==> config.mk <==
export PLATFORM = sky130hd
export DESIGN_NAME = mult_pipe
export DESIGN_NICKNAME = d
export VERILOG_FILES = /design/src/rtl/mult_pipe.sv
export SDC_FILE = /design/constraint.sdc
export NUM_CORES = 2
export LEC_CHECK = 0
export CAP_MARGIN = 5
export CORE_MARGIN = 2
export CORE_UTILIZATION = 27
export DETAILED_ROUTE_END_ITERATION = 10
export GPL_ROUTABILITY_DRIVEN = 0
export PLACE_DENSITY = 0.43
export SYNTH_ARGS = -nofsm -noshare
export SYNTH_HDL_FRONTEND = slang
export SYNTH_SLANG_ARGS = --single-unit
==> constraint.sdc <==
create_clock -name clk -period 13.29 [get_ports clk]
set_input_delay 2.658 -clock clk [delete_from_list [all_inputs] [get_ports clk]]
set_output_delay 2.658 -clock clk [all_outputs]
set_load 0.01 [all_outputs]
==> src/rtl/mult_pipe.sv <==
// mult_pipe: pipelined signed/unsigned multiply and multiply-accumulate for
// the execute stage, feeding the HI/LO writeback path.
//
// Datapath: radix-4 Booth partial products -> 3:2 carry-save tree at 2W+2
// bits -> final carry-propagate add truncated to 2W bits.
//
// Ports:
//   clk, rst_n      clock, synchronous active-low reset
//   flush           drop everything in flight; blocks accept this cycle
//   in_valid/ready  input handshake; op, src0, src1, acc_in, tag_in sampled on accept
//   op              000 MULT, 001 MULTU, 010 MADD, 011 MADDU, 100 MSUB, 101 MSUBU
//   out_valid/ready output handshake; res, tag_out registered
module mult_pipe #(
  parameter int W      = 32,
  parameter int STAGES = 2,
  parameter int TAG_W  = 5
) (
  input  logic             clk,
  input  logic             rst_n,
  input  logic             flush,
  input  logic             in_valid,
  output logic             in_ready,
  input  logic [2:0]       op,
  input  logic [W-1:0]     src0,
  input  logic [W-1:0]     src1,
  input  logic [2*W-1:0]   acc_in,
  input  logic [TAG_W-1:0] tag_in,
  output logic             out_valid,
  input  logic             out_ready,
  output logic [2*W-1:0]   res,
  output logic [TAG_W-1:0] tag_out
);
  localparam int XW = 2*W + 2;    // internal tree width
  localparam int ND = (W + 2) / 2; // Booth digits over the W+2-bit multiplier
  localparam int NR = ND + 2;     // tree rows: partials + negate-correction + accumulator

  logic              advance, accept;
  logic [STAGES:1]   vld_pipe;
  logic [XW-1:0]     cs_sum, cs_car;
  logic [TAG_W-1:0]  tag_q [STAGES];

  // The whole pipe moves as one unit; a full output slot that is not taken
  // freezes every stage.
  assign advance   = !out_valid | out_ready;
  assign in_ready  = advance & !flush;
  assign accept    = in_valid & in_ready;
  assign out_valid = vld_pipe[STAGES];
  assign tag_out   = tag_q[STAGES-1];

  // Booth recoding and carry-save reduction.
  always_comb begin
    logic [XW-1:0] ax, mag, corr;
    logic [W+2:0]  bz;
    logic          neg, one, two, sub, acc_en;
    logic [XW-1:0] rows [NR];
    logic [XW-1:0] nxt  [NR];
    int            n, k;

    sub    = (op == 3'b100) || (op == 3'b101);
    acc_en = (op[2:1] == 2'b01) || sub;
    // op[0] selects zero- vs sign-extension; the extra bit makes unsigned
    // operands behave as non-negative W+1-bit values.
    ax   = {{(W+2){~op[0] & src0[W-1]}}, src0};
    bz   = {{2{~op[0] & src1[W-1]}}, src1, 1'b0};
    corr = '0;

    // MSUB folds into the tree by flipping every digit's sign, so the
    // accumulator sees -P without a separate negate stage. Negation is
    // one's complement here plus a +1 in the correction row.
    for (int i = 0; i < ND; i++) begin
      one  = bz[2*i+1] ^ bz[2*i];
      two  = (bz[2*i+2] & ~bz[2*i+1] & ~bz[2*i]) | (~bz[2*i+2] & bz[2*i+1] & bz[2*i]);
      neg  = bz[2*i+2] ^ sub;
      mag  = one ? ax : (two ? ax << 1 : '0);
      rows[i]   = (neg ? ~mag : mag) << (2*i);
      corr[2*i] = neg;
    end
    rows[ND]   = corr;
    rows[ND+1] = acc_en ? {2'b00, acc_in} : '0;

    // Wallace-style levels: each group of three rows becomes sum + carry,
    // leftover rows pass straight through, until two rows remain.
    n = NR;
    for (int lvl = 0; lvl < NR; lvl++) begin
      if (n > 2) begin
        nxt = rows;
        k   = 0;
        for (int g = 0; g < NR/3; g++) begin
          if (3*g + 2 < n) begin
            nxt[k]   = rows[3*g] ^ rows[3*g+1] ^ rows[3*g+2];
            nxt[k+1] = ((rows[3*g] & rows[3*g+1]) | (rows[3*g] & rows[3*g+2]) |
                        (rows[3*g+1] & rows[3*g+2])) << 1;
            k = k + 2;
          end
        end
        for (int j = 0; j < NR; j++) begin
          if (j >= 3*(n/3) && j < n) begin
            nxt[k] = rows[j];
            k = k + 1;
          end
        end
        rows = nxt;
        n    = k;
      end
    end
    cs_sum = rows[0];
    cs_car = rows[1];
  end

  always_ff @(posedge clk) begin
    if (!rst_n || flush) vld_pipe <= '0;
    else if (advance)    vld_pipe <= (vld_pipe << 1) | STAGES'(accept);
  end

  always_ff @(posedge clk) begin
    if (!rst_n) begin
      for (int i = 0; i < STAGES; i++) tag_q[i] <= '0;
    end else if (advance) begin
      tag_q[0] <= tag_in;
      for (int i = 1; i < STAGES; i++) tag_q[i] <= tag_q[i-1];
    end
  end

  // Carry-save pair rides the middle stages; the last stage owns the CPA
  // so res comes straight from a register.
  generate
    if (STAGES == 1) begin : g_one
      always_ff @(posedge clk) begin
        if (!rst_n)       res <= '0;
        else if (advance) res <= (2*W)'(cs_sum + cs_car);
      end
    end else begin : g_multi
      logic [XW-1:0] s_q [STAGES-1];
      logic [XW-1:0] c_q [STAGES-1];
      always_ff @(posedge clk) begin
        if (!rst_n) begin
          for (int i = 0; i < STAGES-1; i++) begin
            s_q[i] <= '0;
            c_q[i] <= '0;
          end
          res <= '0;
        end else if (advance) begin
          s_q[0] <= cs_sum;
          c_q[0] <= cs_car;
          for (int i = 1; i < STAGES-1; i++) begin
            s_q[i] <= s_q[i-1];
            c_q[i] <= c_q[i-1];
          end
          res <= (2*W)'(s_q[STAGES-2] + c_q[STAGES-2]);
        end
      end
    end
  endgenerate
endmodule

* Word-level counts from Yosys, hierarchy flattened
Memories as Yosys holds them, arrays and structs flattened.
Cells that the tools add are included.
** Storage, ports and cells
- Register bits after elaboration :: 66
- Bits in latches :: 0
- RAM bits :: 141
- ROM bits :: 0
- Bits of input ports :: 141
- Output and inout bits :: 71
- Word-level logic and storage cells :: 364
- Memories :: 3
** Cells by class
- Add/subtract/negate cells :: 1
- Multipliers :: 0
- Div/mod/pow operators :: 0
- Magnitude comparators :: 0
- Equality and inequality tests :: 3
- Shifts and indexed selects :: 0
- Muxes and demuxes :: 61
- Bitwise operators :: 286
- Reduce and logical (&&, ||, !) cells :: 8
** Memory list
- g_multi.s_q :: words 1, width 66, rd ports 1, clocked after Yosys merged registers in 0, wr ports 1, line 133 : logic [XW-1:0] s_q [STAGES-1];
- g_multi.c_q :: words 1, width 65, rd ports 1, clocked after Yosys merged registers in 0, wr ports 1, line 134 : logic [XW-1:0] c_q [STAGES-1];
- tag_q :: words 2, width 5, rd ports 2, clocked after Yosys merged registers in 0, wr ports 2, line 40 : logic [TAG_W-1:0] tag_q [STAGES];
** Operators with widths (count)
- 65-bit bitwise AND :: 47
- 65-bit bitwise OR :: 34
- 66-bit XOR :: 32
- 66-bit 2-to-1 mux :: 4
- 64-bit 2-to-1 mux :: 4
- 62-bit 2-to-1 mux :: 3
- 60-bit 2-to-1 mux :: 3
- 58-bit 2-to-1 mux :: 3
- 56-bit 2-to-1 mux :: 3
- 54-bit 2-to-1 mux :: 3
- 52-bit 2-to-1 mux :: 3
- 50-bit 2-to-1 mux :: 3
- 48-bit 2-to-1 mux :: 3
- 46-bit 2-to-1 mux :: 3
- 44-bit 2-to-1 mux :: 3
- 65-bit by 33-bit bitwise AND with 65-bit output :: 2
- 65-bit by 64-bit bitwise AND with 65-bit output :: 2
- 42-bit 2-to-1 mux :: 3
- 40-bit 2-to-1 mux :: 3
- 38-bit 2-to-1 mux :: 3
- 36-bit 2-to-1 mux :: 3
- 34-bit 2-to-1 mux :: 2
- 66-bit NOT :: 1
- 66-bit OR reduction :: 1
- 32 further kinds :: 188

* Depth between registers and ports, before layout
- Depth in word-level cells :: 27
- Gate-level depth with buffers :: 25
- Depth with buffers taken out :: 22

* Worst setup path after synthesis
No wires, ideal clock.
- Path kind :: input-to-reg
- From :: in op[1]
- To :: mem g_multi.s_q[0][63] (netlist name) (data pin)
- Library setup time :: 0.146 ns
- Arrival time :: 8.015 ns
- Data required time :: 13.144 ns
- Slack :: 5.128 ns
- Stages :: 21
- Buffers on the path :: 2
- Cells stage by stage :: inv_1 > ha_1 > buf_6 > buf_2 > xor2_1 > xor2_1 > fa_1 > inv_1 > fa_1 > inv_1 > ha_1 > xnor2_1 > fa_1 > fa_1 > xor2_1 > xnor2_1 > xnor2_1 > xnor2_1 > xnor2_1 > or3_1 > a21oi_1
** Between the ends
- Longest elaborated chain between the ends :: 22
- Elaborated cells between the ends (all ways) :: 155
- Those cells by class :: 3 x eq/ne; 19 x mux; 131 x bitwise; 2 x reduce/logical
** RTL lines
- start, declared :: line 23 : input logic [2:0] op,
- 3-bit equality test :: line 59 : sub = (op == 3'b100) || (op == 3'b101);
- 1-bit logical OR :: line 59
- 1-bit XOR :: line 73 : neg = bz[2*i+2] ^ sub;
- 66-bit 2-to-1 mux, or another cell as far along :: line 75 : rows[i] = (neg ? ~mag : mag) << (2*i);
- 65-bit bitwise AND :: line 91 : nxt[k+1] = ((rows[3*g] & rows[3*g+1]) | (rows[3*g] & rows[3*g+2]) |
- 65-bit bitwise OR (2 in series) :: line 91
- 65-bit bitwise AND :: line 91
- 65-bit bitwise OR (2 in series) :: line 91
- 65-bit bitwise AND :: line 91
- 65-bit bitwise OR (2 in series) :: line 91
- 65-bit bitwise AND :: line 91
- 65-bit bitwise OR (2 in series) :: line 91
- 65-bit bitwise AND :: line 91
- 65-bit bitwise OR (2 in series) :: line 91
- 66-bit XOR :: line 90 : nxt[k] = rows[3*g] ^ rows[3*g+1] ^ rows[3*g+2];
- 66-bit XOR * :: line 90
- 66-bit 2-to-1 mux (no line) *
- end, declared :: line 133
Every way passes the cells marked *; elsewhere a longest branch is shown, timed or not.

* Worst setup path after layout
- From :: in op[2]
- To :: mem g_multi.s_q[0][63] (netlist name) (data pin)
Same word-level chain as after synthesis.

==> metrics.md <==
| Metric | Value |
|---|---|
| Multi-input gate area | 30870 sq um |
| Die Span X | just under 400 um |
| Async SR Flop Fraction | 0% |
| IO buf count | approximately 210 |
| Most frequent CP cell | xnor2_1 |
| # nets final | 5163 |
| Seq/Total Area, Yosys | ~14% |
| Cell row count | 140 |
| Most frequent cells in the layout | inv_1 (611), fa_1 (590), a22oi_1 (437) |
| Total gr overflow | 0 |
| CTS tree | done |
| Post-route clock skew | approximately 26 ps |
| Crit-path cells | clkdlybuf4s50_1 > ha_4 > buf_4 > xor2_1 > xnor2_1 > xnor2_1 > xnor2_1 > fa_1 > fa_1 > inv_1 > fa_1 > fa_1 > xor2_1 > xnor2_1 > xnor2_1 > xnor2_1 > xnor2_1 > or3_1 > a21oi_1 |
| Drt first pass iters | 6 |
| Number of remaining DRC errors | 0 |
| Slowest CP cell | ha_4 |
| Max-cap viol count | 0 |
| Worst EP required | between 10000 and 15000 ps |
| Synth Warn # | 0 |
| Maximum fanout along the worst path | 28 |
| Post-synthesis cell count | about 4300 |
| Fmax | between 0.1 and 0.15 GHz |
| Design Area, Final | ~44000 sq um |
| Global-route wire length before repair | 217100 um |
| Slew Viols, Final | 0 |
| Post-CTS Hold Fix Bufs | 0 |
| Worst Setup End Kind | register |
| Yosys cell types | slightly below 80 |
| Total Wirelength | ~150000 um |
| Clk sinks | around 200 |
| RSZ-0062 raised after global routing | false |
| Antenna Nets Post-Route | 0 |
| Mean post-synth cell area | roughly 9 sq um |
| Core area | about 150000 sq um |
| Placed inst area | 43750 sq um |
| HPWL Detailed | 108700 um |
| Via count | a little over 30000 |
| DIE AREA | approximately 150000 sq um |
| Pin count of the biggest net entering global routing | 122 |
| Crit path kind | in -> reg |
| Crit share post-route | 73.64% |
| Vias in the first global route | 31110 |
| Antenna violations before repair | 12 |
| Status | finished clean |
| Worst hold path type | reg -> reg |
| Register area | 5405 sq um |
| Hold Vio Cnt, Final | 0 |
| Vias per cell | a little under 5 |
| Worst-Skew Late Latency | between 500 and 600 ps |
| Share of cells above drive strength 1 | under 10% |
| Fin worst setup slack | 3503 ps |
| Final Setup Violations | 0 |
| Mapped cell area | approximately 40000 sq um |
| Most common cell after layout, fill and taps aside | inv_1 |
| Root buffer selected by CTS | clkbuf_16 |
| Flops & latches, synth | 202 |
| Place WS | between 2000 and 3000 ps |
| Die height | between 300 and 400 um |
| WL per Instance | 23.54 um |
| Slew headroom | roughly 22% |
| Layout fillers | between 15000 and 20000 |
| Synth Flop Type | edfxtp_1 |
| Post-Syn Nets | ~5200 |
| Hold Slack | 450.2 ps |
| Min Tclk post-route | 9787 ps |
| H-tree depth | 1 |
| Starting DRT DRC Count | about 2700 |
| PostCTS Resize Cnt | 0 |
| Setup bufs post-CTS | 0 |
| Synth-to-Final Area Change | 11.87% |
| Total CTS buffers | 21 |
| Initial Util | roughly 27% |
| Crit-path max cell delay | 780 ps |
| CP startpoint kind | input port |
| Post-synth EDFFs | 136 |
| Clock buffer depth | 3 |
| GRT Util Overall | between 10% and 20% |
| Setup TNS | 0 ps |
| I/O pins | ~210 |
| Data arrival time of the critical path | between 10000 and 15000 ps |
| Clk slew on worst S/H paths | roughly 60 ps |
| Worst-Margin Slew | approximately 1200 ps |
==> layer usage <==
layer / track usage [%] / wire [um]
met5: 0 / 103
met1: 28.35 / 69400
met4: 3.999 / 2868
met3: 4.675 / 12640
met2: 27.70 / 60330
==> layout make-up <==
class | count | area share [%]
Antenna cell | 1 | 0.005634
Clock buffer | 23 | 1.271
Clock inverter | 15 | 0.2113
Inverter | 615 | 5.209
Multi-Input combinational cell | 3102 | 69.50
Sequential cell | 202 | 12.17
Tap cell | 1917 | 5.400
Timing Repair Buffer | 300 | 6.232
==> Yosys cell counts, types with 4 or more instances <==
| cell type | instances | share of area (%) |
|---|---|---|
| a211oi_1 | 10 | 0.19 |
| a21o_1 | 42 | 0.79 |
| a21oi_1 | 174 | 2.2 |
| a22oi_1 | 437 | 8.3 |
| a31oi_1 | 9 | 0.14 |
| and2_1 | 18 | 0.28 |
| and3_1 | 150 | 2.4 |
| buf_1 | 35 | 0.33 |
| buf_2 | 28 | 0.35 |
| buf_4 | 5 | 0.095 |
| clkbuf_1 | 317 | 3.0 |
| dfxtp_1 | 66 | 3.3 |
| edfxtp_1 | 136 | 10 |
| fa_1 | 590 | 30 |
| ha_1 | 190 | 6.0 |
| inv_1 | 611 | 5.8 |
| inv_2 | 4 | 0.038 |
| maj3_1 | 17 | 0.43 |
| mux2i_1 | 4 | 0.10 |
| nand2_1 | 219 | 2.1 |
| nand2b_1 | 18 | 0.28 |
| nand3_1 | 32 | 0.40 |
| nand4_1 | 6 | 0.095 |
| nor2_1 | 87 | 0.82 |
| nor2b_1 | 67 | 1.1 |
| nor3_1 | 39 | 0.49 |
| nor3b_1 | 31 | 0.59 |
| o211ai_1 | 5 | 0.095 |
| o21a_1 | 10 | 0.19 |
| o21ai_0 | 95 | 1.2 |
| o21ai_1 | 25 | 0.32 |
| o21bai_1 | 11 | 0.21 |
| o22ai_1 | 4 | 0.063 |
| or3_1 | 8 | 0.13 |
| xnor2_1 | 375 | 8.3 |
| xnor2_2 | 5 | 0.20 |
| xor2_1 | 360 | 7.9 |
| xor2_2 | 4 | 0.16 |
==> critical path: cells and delay by family <==
kind | cells | cell delay, ps
adders and majority gates | 5 | 2870
buffers and inverters | 3 | 1610
AOI/OAI and AO/OA | 1 | 180
xor gates and xnor gates | 9 | 2410
and+or+nand+nor | 1 | 370
==> worst paths after layout <==
path | from | endpoint | slack (ps) | cells after the start
min reg2reg | res[45]$_SDFFE_PN0N_ | res[45]$_SDFFE_PN0N_ | 450 | 2
max reg2reg | g_multi.c_q[0][1]$_SDFFCE_PN0P_ | res[62]$_SDFFE_PN0N_ | 9770 | 13
min | res[45]$_SDFFE_PN0N_ | res[45]$_SDFFE_PN0N_ | 450 | 2
max | op[2] | g_multi.s_q[0][63]$_SDFFCE_PN0P_ | 3500 | 19
==> metrics by stage <==
stage	utilization (%)	cells
floorplan	-	4306
global placement	30.02	6136
detailed placement	30.02	6136
CTS	30.47	6174
global route	30.47	6174
finish	30.47	6175
==> cell families after synthesis <==
kind of cell	count (synthesis)	share of synthesized area [%]
AND/OR/NAND/NOR	689	8.872
multiplexers	5	0.1292
XOR/XNOR	748	16.86
adder cells (fa/ha/maj)	797	36.17
buffers and inverters	1002	9.647
AO/OA/AOI/OAI	863	14.71
flip-flops	202	13.61
==> state kept, by name, summed over array words and instances, names as in the netlist <==
name / cells
g_multi.c_q: 62
g_multi.s_q: 64
res: 64
vld_pipe: 2
tag_q: 10
Power is not shown: default switching activity piles up to over one toggle a cycle in this logic, so the estimate is an artifact.
